## config.mk

```make
export PLATFORM = sky130hd
export DESIGN_NAME = dmem_port_arbiter
export DESIGN_NICKNAME = d
export VERILOG_FILES = /design/src/rtl/dmem_port_arbiter.sv
export SDC_FILE = /design/constraint.sdc
export NUM_CORES = 1
export LEC_CHECK = 0
export CORE_MARGIN = 4
export CORE_UTILIZATION = 30
export CTS_CLUSTER_DIAMETER = 120
export DETAILED_ROUTE_END_ITERATION = 8
export DONT_BUFFER_PORTS = 1
export PLACE_DENSITY = 0.45
export SETUP_SLACK_MARGIN = 0.2
export SLEW_MARGIN = 5
export SYNTH_ARGS = -nofsm -noshare
export SYNTH_HDL_FRONTEND = slang
export SYNTH_SLANG_ARGS = --single-unit
```

## constraint.sdc

```tcl
create_clock -name clk -period 4.6 [get_ports clk]
set_clock_uncertainty 0.15 [all_clocks]
set_input_delay 0.46 -clock clk [delete_from_list [all_inputs] [get_ports clk]]
set_output_delay 0.46 -clock clk [all_outputs]
set_load 0.05 [all_outputs]
```

## src/rtl/dmem_port_arbiter.sv

```systemverilog
// Shares one data-memory port between the CPU datapath (priority) and a debug reader.
// A starvation counter steals one CPU cycle so a pending debug read always completes.
module dmem_port_arbiter #(
   parameter int AW       = 10,
   parameter int MAX_WAIT = 8
) (
   input  logic          clk,
   input  logic          rst,
   input  logic          cpu_en_i,
   input  logic          cpu_we_i,
   input  logic [AW-1:0] cpu_addr_i,
   input  logic [31:0]   cpu_wdata_i,
   output logic [31:0]   cpu_rdata_o,
   output logic          cpu_stall_o,
   input  logic          dbg_req_i,
   input  logic [AW-1:0] dbg_addr_i,
   output logic [31:0]   dbg_rdata_o,
   output logic          dbg_ack_o,
   output logic [15:0]   dbg_cnt_o,
   output logic          mem_we_o,
   output logic [AW-1:0] mem_addr_o,
   output logic [31:0]   mem_wdata_o,
   input  logic [31:0]   mem_rdata_i
);

   localparam int WW = $clog2(MAX_WAIT + 1);

   typedef enum logic [1:0] {IDLE, FORCE, ACK} state_t;

   state_t        state_q, state_d;
   logic [WW-1:0] wait_q, wait_d;
   logic [31:0]   rdata_q, rdata_d;
   logic [15:0]   cnt_q, cnt_d;
   logic          dbg_own;

   // Debug owns the port on a free IDLE cycle or during the stolen FORCE cycle.
   assign dbg_own     = ((state_q == IDLE) && dbg_req_i && !cpu_en_i) || (state_q == FORCE);
   assign mem_addr_o  = dbg_own ? dbg_addr_i : cpu_addr_i;
   assign mem_we_o    = !dbg_own && cpu_en_i && cpu_we_i;
   assign mem_wdata_o = cpu_wdata_i;
   assign cpu_rdata_o = mem_rdata_i;
   assign cpu_stall_o = (state_q == FORCE);
   assign dbg_ack_o   = (state_q == ACK);
   assign dbg_rdata_o = rdata_q;
   assign dbg_cnt_o   = cnt_q;

   always_comb begin
      state_d = state_q;
      wait_d  = wait_q;
      rdata_d = rdata_q;
      cnt_d   = cnt_q;
      case (state_q)
         IDLE: begin
            if (dbg_req_i) begin
               if (!cpu_en_i) begin
                  rdata_d = mem_rdata_i;
                  state_d = ACK;
               end else begin
                  wait_d = wait_q + 1'b1;
                  if (wait_d == WW'(MAX_WAIT)) state_d = FORCE;
               end
            end else begin
               wait_d = '0;
            end
         end
         FORCE: begin
            rdata_d = mem_rdata_i;
            state_d = ACK;
         end
         ACK: begin
            cnt_d   = cnt_q + 16'd1;
            wait_d  = '0;
            state_d = IDLE;
         end
         default: state_d = IDLE;
      endcase
   end

   always_ff @(posedge clk or posedge rst) begin
      if (rst) begin
         state_q <= IDLE;
         wait_q  <= '0;
         rdata_q <= '0;
         cnt_q   <= '0;
      end else begin
         state_q <= state_d;
         wait_q  <= wait_d;
         rdata_q <= rdata_d;
         cnt_q   <= cnt_d;
      end
   end

endmodule

```

# Word level (Yosys, flattened, before mapping)
# Cells that the tools add are included.
[op_classes]
addsub = 2
n_eq_ne = 7
n_mux = 11
n_reduce_logical = 13
[ops]
columns = ["cell", "n"]
rows = [
  ["two-way mux 32 bit", 2],
  ["one-hot mux 32 bit (2 select lines)", 1],
  ["adder 16 x 1 -> 16 bit (second input constant)", 1],
  ["two-way mux 10 bit", 1],
  ["two-way mux 4 bit", 2],
  ["one-hot mux 4 bit (2 select lines)", 1],
  ["two-way mux 2 bit", 3],
  ["adder 4 x 1 -> 4 bit (second input constant)", 1],
  ["== test 4 bit (second input constant)", 1],
  ["logical AND 1 bit", 4],
  ["inequality test 2 bit (second input constant)", 2],
  ["one-hot mux 2 bit (2 select lines)", 1],
  ["AND reduction 2 bit", 2],
  ["nonzero test 2 bit", 2],
  ["inequality test 3 x 2 -> 1 bit (second input constant)", 1],
  ["inequality test 3 bit (second input constant)", 1],
  ["AND reduction 3 bit", 1],
  ["== test 2 x 1 -> 1 bit (second input constant)", 1],
  ["== test 2 bit (second input constant)", 1],
  ["zero test 1 bit", 2],
  ["zero test 2 bit", 1],
  ["logical OR 1 bit", 1],
]
[word_totals]
register_bits = 54
inputBits = 89

# Depth between registers and ports, before layout
# Gate-level depths: netlist of run 1.
[logic_depth]
word_depth = 7
ltp_mapped = 5
ltp_nobuf = 5

# Least setup slack after synthesis of run 1
# OpenSTA, ideal clock, no wires.
[synth_timing]
kind = "register -> output"
from = "reg state_q[0]"
to = "out mem_we_o"
t_arrival_ns = 1.500
slack_ns = 2.490
stages_incl_launch_ff = 3
cell_sequence = "dfrtp_1 and2b_1 nor2_1"
[synth_between]
elab_cells_between_ends = 8
[synth_rtl]
columns = ["element", "line_no", "text"]
rows = [
  ["start: declaration", "30", "state_t state_q, state_d;"],
  ["start signal: assignment", "86", "state_q <= state_d;"],
  ["== test 2 x 1 -> 1 bit", "n/a", ""],
  ["named net cpu_stall_o", "14", "output logic cpu_stall_o,"],
  ["logical OR 1 bit", "37", "assign dbg_own = ((state_q == IDLE) && dbg_req_i && !cpu_en_i) || (state_q == FORCE);"],
  ["zero test 1 bit", "39", "assign mem_we_o = !dbg_own && cpu_en_i && cpu_we_i;"],
  ["logical AND 1 bit (2 in series)", "39", ""],
  ["end: declaration", "20", "output logic mem_we_o,"],
]
# The timed path passes the listed nets, and every way through them passes these cells.

# Worst setup path in the final report of run 1
[layout_timing]
from = "reg state_q[0]"
to = "out mem_addr_o[0]"
[layout_between]
elab_chain_cells = 5
elab_cells_between_ends = 6
[layout_rtl]
columns = ["element", "line_no", "text"]
rows = [
  ["zero test 2 bit", "37", ""],
  ["logical AND 1 bit (2 in series)", "37", ""],
  ["logical OR 1 bit (*)", "37", ""],
  ["two-way mux 10 bit (*)", "38", "assign mem_addr_o = dbg_own ? dbg_addr_i : cpu_addr_i;"],
  ["end: declaration", "21", "output logic [AW-1:0] mem_addr_o,"],
]
# Mark *: on every way between the ends. The rest lies on a longest branch, timed or not.

==> metrics.yaml, run 1 <==
worst_setup_path:
  slowest_delay_ns: 0.54
  r2r_cells: 4
  critPathMaxFanout: 23
  r2r-end: "dbg_rdata_o[3]"
  crit_path_end_kind: "output pin"
  critPathRequiredTime_ns: 3.99
  worst_ep_arrival_time_ns: 1.93
  criticalPathCategory: "register to output pin"
  worst-path-buf-inv: 0
  r2r_start: "state_q[0]"
  worst_path_max_delay_cell: "mux2_2"
  path_cells: "a21oi_2 > nor2_4 > mux2_2"
  cp-start-kind: "register"
  reg2reg_slack_ns: 2.46
  cp_top_family: "multiplexers"
synth:
  ys_types: 28
  syn_avg_cell_area_um2: 12.12
  ys_warn_count: 0
  yosys.area.top_type_share_pct: 48.04
  synthesis.nets: 323
  synth_ff_type: "dfrtp_1"
  syn_inst: 232
  ys_seq_area_share_pct: 48.04
  synth.area.top_cells: "dfrtp_1, buf_4, mux2_2, xnor2_1, buf_6"
  synth_top_area_cell: "dfrtp_1"
  synth_edf_count: 0
  synth_area_mm2: 0.002813
  async_reset_ff_share_pct: 100.0
  ys_seq_elements: 54
die:
  core_area_mm2: 0.009196
  io_pins: 214
  die_h_um: 104.8
  dieArea_mm2: 0.01099
  die_w_um: 104.8
  start_util_pct: 30.59
  rows: 35
clock_network:
  clk_path_buf_depth: 2
  clkSlewWorstSetupHoldPaths_ns: 0.10
  cts_buffers: 5
  cts_hold_buffers: 0
  postCtsSetupBuffers: 0
  worstSkewPairLatency_ns: 0.30
  postCtsResizedCells: 0
  cts_sinks: 54
  cts_tree: "done"
  htreeDepth: 2
  root_buffer: "clkbuf_8"
sta:
  tightest_slew_ns: 0.8794
  fin_ws_ns: 2.065
  slew-limit-headroom_pct: 41.15
  rsz0062_at_grt: "false"
  fin_crit_sh_pct: 55.11
  finalSetupViolations: 0
  finalCriticalPeriod_ns: 2.535
  hold_viol: 0
  tns_ns: 0
  fmax_mhz: 394.4
  slew_viol_final: 0
grt:
  grtUsageTotal_pct: 9.582
  antenna_found_initial: 0
  grt_pass1_wl_mm: 8.224
  grt_max_degree: 55
  grt-ovfl-total: 0
  grt_pass1_vias: 1454
finish:
  drive_gt1_share_pct: 32.37
  fin_util_pct: 27.43
  antenna-diode-count: 0
  area_delta_synth_final_pct: -10.32
  fillCellCount: 947
  nets: 264
  fin_cells: 284
run_status:
  status: "complete, no violations"
worst_hold_path:
  hold_class: "input port to asynchronous set/reset pin"
power_and_ir_drop:
  vdd_drop_max_mv: 0.2700
  power_density_mw_per_mm2: 505.1
  power.switching_w: 0.0005528
  seqPwrFrac_pct: 67.6
  pwr-share-comb_pct: 12.2
  pwr-share-clk_pct: 20.2
  swShare_pct: 43.38
  p_leak_nw: 1.080
  internal-power_w: 0.0007214
route:
  vias: 1383
  routedWlPerCell_um: 19.05
  drtAntennaViolNets: 0
  drt_iter0_markers: 26
  route.detailed.drc: 0
  wl_mm: 5.410
  vias_per_cell: 4.870
  firstDrtPassIters: 4
place:
  gp_congestion: 0.6823
  dpl_worst_slack_ns: 2.302
  dp_hpwl_mm: 4.089
  numPortBuffers: 0
  dpl.cell_count: 277
run:
  max_cap_violations: 0
-- worst reg2reg max path: cells and delay by family, from the launching register on --
kind            cells  cell delay, ns
simple gates        1            0.52
flops               1            0.47
buf+inv             1            0.43
mux                 1            0.39
compound gates      1            0.07
-- synth_stat cells (all sizes together) (2+ instances only) --
cell	count
buf	69
dfrtp	54
mux2	43
xnor2	12
nand2	9
nand3	6
and3	4
nor2	4
xor2	4
and2	3
inv	3
and2b	2
and4	2
ha	2
nand2b	2
nand4	2
nor2b	2
o21ai	2
-- logic make-up (layout without fill, tap and decap cells) --
logic type	count (synthesis)	after routing	share of synthesized area, %
buffers and inverters	72	13	19.35
multiplexers	43	43	17.22
AO/OA/AOI/OAI	7	7	1.824
AND/OR/NAND/NOR	38	38	7.695
flip-flops	54	54	48.04
XOR/XNOR	16	16	4.982
adder cells (fa/ha/maj)	2	2	0.8895
-- area by class of cell --
type | count | area, µm² | area share, %
Multi-Input combinational cell | 106 | 922.1 | 36.56
Inverter | 3 | 11.26 | 0.4464
Clock buffer | 7 | 76.32 | 3.026
Sequential cell | 54 | 1351 | 53.57
Timing Repair Buffer | 3 | 22.52 | 0.8929
Tap cell | 111 | 138.9 | 5.506
-- registers in the layout (all words and copies together), names as in the netlist --
name         flops
dbg_rdata_o     32
state_q          2
dbg_cnt_o       16
wait_q           4
-- how the worst max path moves through the flow --
| stage | from | endpoint | slack [ns] | cells past startpoint |
|---|---|---|---|---|
| floorplan | state_q[0] | mem_we_o | 2.49 | 2 |
| global placement | cpu_en_i | mem_addr_o[1] | 2.33 | 4 |
| detailed placement | cpu_en_i | mem_addr_o[3] | 2.30 | 4 |
| CTS | state_q[0] | mem_addr_o[3] | 1.99 | 3 |
| global route | state_q[0] | mem_addr_o[0] | 1.93 | 3 |
| finish | state_q[0] | mem_addr_o[0] | 2.06 | 3 |
-- stage by stage --
stage	total power [W]	instance area, µm²	hold WS (ns)
after global routing	0.001339	2522	0.1245
after CTS	0.001299	2522	0.1068
after global placement	0.001032	2446	0.3546
after detailed placement	0.001035	2446	0.3616
final	0.001274	2522	0.07316
after floorplan	0.001147	2813	0.3354
-- routing by layer --
layer	share of wire (%)	routed length, µm	track usage, %	up-vias
met5	0	0	0	-
met4	1.6	89	3.655	0
li1	-	-	-	588
met3	9.5	515	3.397	7
met2	52	2790	17.23	104
met1	37	2015	10.22	684
-- power by group through the flow --
stage / combinational, W / clock (W) / sequential [W]
3_3_place_gp: 0.000156 / 0 / 0.000876
6_report: 0.000155 / 0.000257 / 0.000862
2_1_floorplan: 0.000292 / 0 / 0.000854
5_1_grt: 0.000171 / 0.000293 / 0.000875
4_1_cts: 0.000159 / 0.000274 / 0.000865
3_5_place_dp: 0.000159 / 0 / 0.000876
-- cells in the final DEF (no fill, tap or decap), drive strengths merged --
cell type	synthesis	final
dfrtp	54	54
mux2	43	43
xnor2	12	12
nand2	9	9
clkbuf	0	7
nand3	6	6
xor2	4	4
and3	4	4
nor2	4	4
and2	3	3
buf	69	3
inv	3	3
nor2b	2	2
nand2b	2	2
nand4	2	2
and2b	2	2
o21ai	2	2
ha	2	2
and4	2	2
a21oi	1	1
nand4b	1	1
nor3	1	1
a21o	1	1
a32o	1	1
a31oi	1	1
a22o	1	1
Power figures use the tool's default switching activity.
==> run 2, diff against run 1 <==
--- a/config.mk
+++ b/config.mk
@@ -5,12 +5,13 @@
 export SDC_FILE = /design/constraint.sdc
 export NUM_CORES = 1
 export LEC_CHECK = 0
+export ABC_AREA = 1
 export CORE_MARGIN = 4
 export CORE_UTILIZATION = 30
 export CTS_CLUSTER_DIAMETER = 120
 export DETAILED_ROUTE_END_ITERATION = 8
 export DONT_BUFFER_PORTS = 1
-export PLACE_DENSITY = 0.45
+export PLACE_DENSITY = 0.46
 export SETUP_SLACK_MARGIN = 0.2
 export SLEW_MARGIN = 5
 export SYNTH_ARGS = -nofsm -noshare
==> constraint.sdc (replaced) <==
create_clock -name clk -period 2.15 [get_ports clk]
set_clock_uncertainty 0.15 [all_clocks]
set_input_delay 0.215 -clock clk [delete_from_list [all_inputs] [get_ports clk]]
set_output_delay 0.215 -clock clk [all_outputs]
set_load 0.05 [all_outputs]
==> run 2 against run 1 <==
  * Global-route usage rose by 1.9 points
  * Sequential share of layout area down 16 points
  * Combinational power grew to 4.7 times the previous value
  * First-iteration DRC count grew to 2.8 times the previous value
  * Via count is 56% higher
  * Die area rose by 5.3%
  * Clock power is 130% higher
  * Count of clock-buffer cells in the layout fell by 2
  * Cell area grew 41%
  * Core utilization is 9.2 points higher
  * Setup slack worse by 1.8 ns
  * Final cell count is 79% higher
==> metrics.yaml, run 2 <==
grt:
  grt-ovfl-total: 0
  antenna_found_initial: 0
  grt_pass1_wl_mm: 10.65
  grt_max_degree: 31
  grt_pass1_vias: 2165
  grtUsageTotal_pct: 11.50
synth:
  synth_top_area_cell: "dfrtp_1"
  yosysMostFrequentCell: "nand2_1"
  synth_edf_count: 0
  synth_common_cells: "nand2_1, buf_4, dfrtp_1, inv_1, nand3_1"
  ys_seq_elements: 54
  synth.area.top_cells: "dfrtp_1, nand2_1, buf_4, inv_1, nand3_1"
  yosys.area.top_type_share_pct: 45.42
  ys_types: 25
  async_reset_ff_share_pct: 100.0
  synth_ff_type: "dfrtp_1"
  synth_area_mm2: 0.002975
  syn_avg_cell_area_um2: 8.242
  synthesis.nets: 452
  ys_seq_area_share_pct: 45.42
  ys_warn_count: 0
  syn_inst: 361
route:
  wl_mm: 6.904
  drt_iter0_markers: 72
  firstDrtPassIters: 4
  vias_per_cell: 4.266
  routedWlPerCell_um: 13.62
  drtAntennaViolNets: 0
  route.detailed.drc: 0
  vias: 2163
die:
  dieArea_mm2: 0.01158
  io_pins: 214
  die_h_um: 107.6
  core_area_mm2: 0.009729
  start_util_pct: 30.58
  die_w_um: 107.6
  rows: 36
finish:
  area_delta_synth_final_pct: 19.64
  fillCellCount: 1009
  drive_gt1_share_pct: 19.25
  final_common_cell: "nand2_1"
  nets: 464
  antenna-diode-count: 0
  multi_input_area_mm2: 0.001011
  final-seq-area_mm2: 0.001353
  largest_register_ffs: 32
  design_area_mm2: 0.003560
  final_cell_mix: "nand2_1, dfrtp_1, dlygate4sd3_1, buf_4, inv_1"
  fin_util_pct: 36.59
sta:
  fin_crit_sh_pct: 85.64
  tightest_slew_ns: 0.5820
  finalCriticalPeriod_ns: 1.841
  hold_viol: 0
  rsz0062_at_grt: "true"
  hold_ws_ns: 0.01843
  tns_ns: 0
  finalSetupViolations: 0
  slew-limit-headroom_pct: 61.14
  slew_viol_final: 0
  fmax_mhz: 543.1
place:
  gp_congestion: 0.7294
  numPortBuffers: 0
  dp_hpwl_mm: 4.952
  dpl-instance-area_mm2: 0.002999
power_and_ir_drop:
  fin_total_pwr_w: 0.002914
  p_leak_nw: 1.839
  vdd_drop_max_mv: 0.4701
  power_density_mw_per_mm2: 818.5
worst_setup_path:
  cp-start-kind: "register"
  critPathMaxFanout: 10
  crit_path_end_kind: "output pin"
  critPathRequiredTime_ns: 1.78
  criticalPathCategory: "register to output pin"
  worst_ep_arrival_time_ns: 1.48
clock_network:
  cts_buffers: 5
  clkSlewWorstSetupHoldPaths_ns: 0.11
  clk_path_buf_depth: 2
  root_buffer: "clkbuf_8"
  cts_sinks: 54
  cts_tree: "done"
  worstSkewPairLatency_ns: 0.31
  htreeDepth: 2
run_status:
  status: "complete, no violations"
run:
  max_cap_violations: 0
worst_hold_path:
  hold_class: "input port to register"
[run 2: timing repair]
action / in CTS / in global routing
resized for setup: 5 / 5
pin swaps: 1 / 1
hold buffers: 36 / 0
hold endpoints to repair: 59 / 0
setup buffers: 3 / 4
gates cloned: 0 / 1
endpoints found under the setup margin: 10 / 10
[run 2: area by class of cell]
type	instances	area share [%]
clock inverter	3	0.7030
timing repair buffer	78	23.69
sequential	54	38.00
inverter	22	2.601
tap	133	4.675
multi-input combinational	212	28.40
clock buffer	5	1.933
[run 2: cells by family (layout without fill, tap and decap cells)]
logic type | count (synthesis) | after routing | share of synthesized area, %
AOI/OAI and AO/OA | 7 | 7 | 1.556
and+or+nand+nor | 191 | 191 | 27.80
buffers and inverters | 95 | 108 | 20.86
xor gates and xnor gates | 12 | 12 | 3.532
adders and majority gates | 2 | 2 | 0.8409
DFF | 54 | 54 | 45.42
[run 2: final timing paths]
path	start	endpoint	slack, ns	cells past startpoint
max	state_q[0]	mem_addr_o[5]	0.31	7
min	cpu_en_i	wait_q[2]	0.02	2
max reg2reg	state_q[0]	wait_q[3]	0.55	5
min reg2reg	dbg_cnt_o[6]	dbg_cnt_o[6]	0.38	1
max in group asynchronous	rst	state_q[1]	0.99	3
min in group asynchronous	rst	dbg_rdata_o[10]	0.28	2
[run 2: stage by stage]
stage / worst slack, ns / cells
2_1_floorplan: 0.3043 / 361
3_3_place_gp: 0.4227 / 455
3_5_place_dp: 0.3745 / 455
4_1_cts: 0.2338 / 502
5_1_grt: 0.1881 / 507
6_report: 0.3087 / 507
[run 2: critical path: stages (launching register included)]
cell and delay [ns]:
dfrtp_1 0.40, inv_2 0.11, o21ai_4 0.09, nand2_4 0.13
buf_12 0.14, nand2_1 0.05, nand2_1 0.11, buf_12 0.14
[run 2: report_power, final]
| part | internal [W] | switching [W] |
|---|---|---|
| registers | 0.00115 | 0.000446 |
| clock network | 0.000236 | 0.000355 |
| logic | 0.000278 | 0.000453 |
| total | 0.00166 | 0.00125 |
[run 2: per-layer routing]
metal | up-vias | part of all wire, % | wire length [µm] | global-route usage, %
met5 | - | 0 | 0 | 0
met4 | 0 | 0.77 | 53 | 3.427
met3 | 6 | 8.5 | 589 | 4.139
met2 | 110 | 48 | 3332 | 18.56
met1 | 985 | 42 | 2928 | 14.40
li1 | 1062 | - | - | -
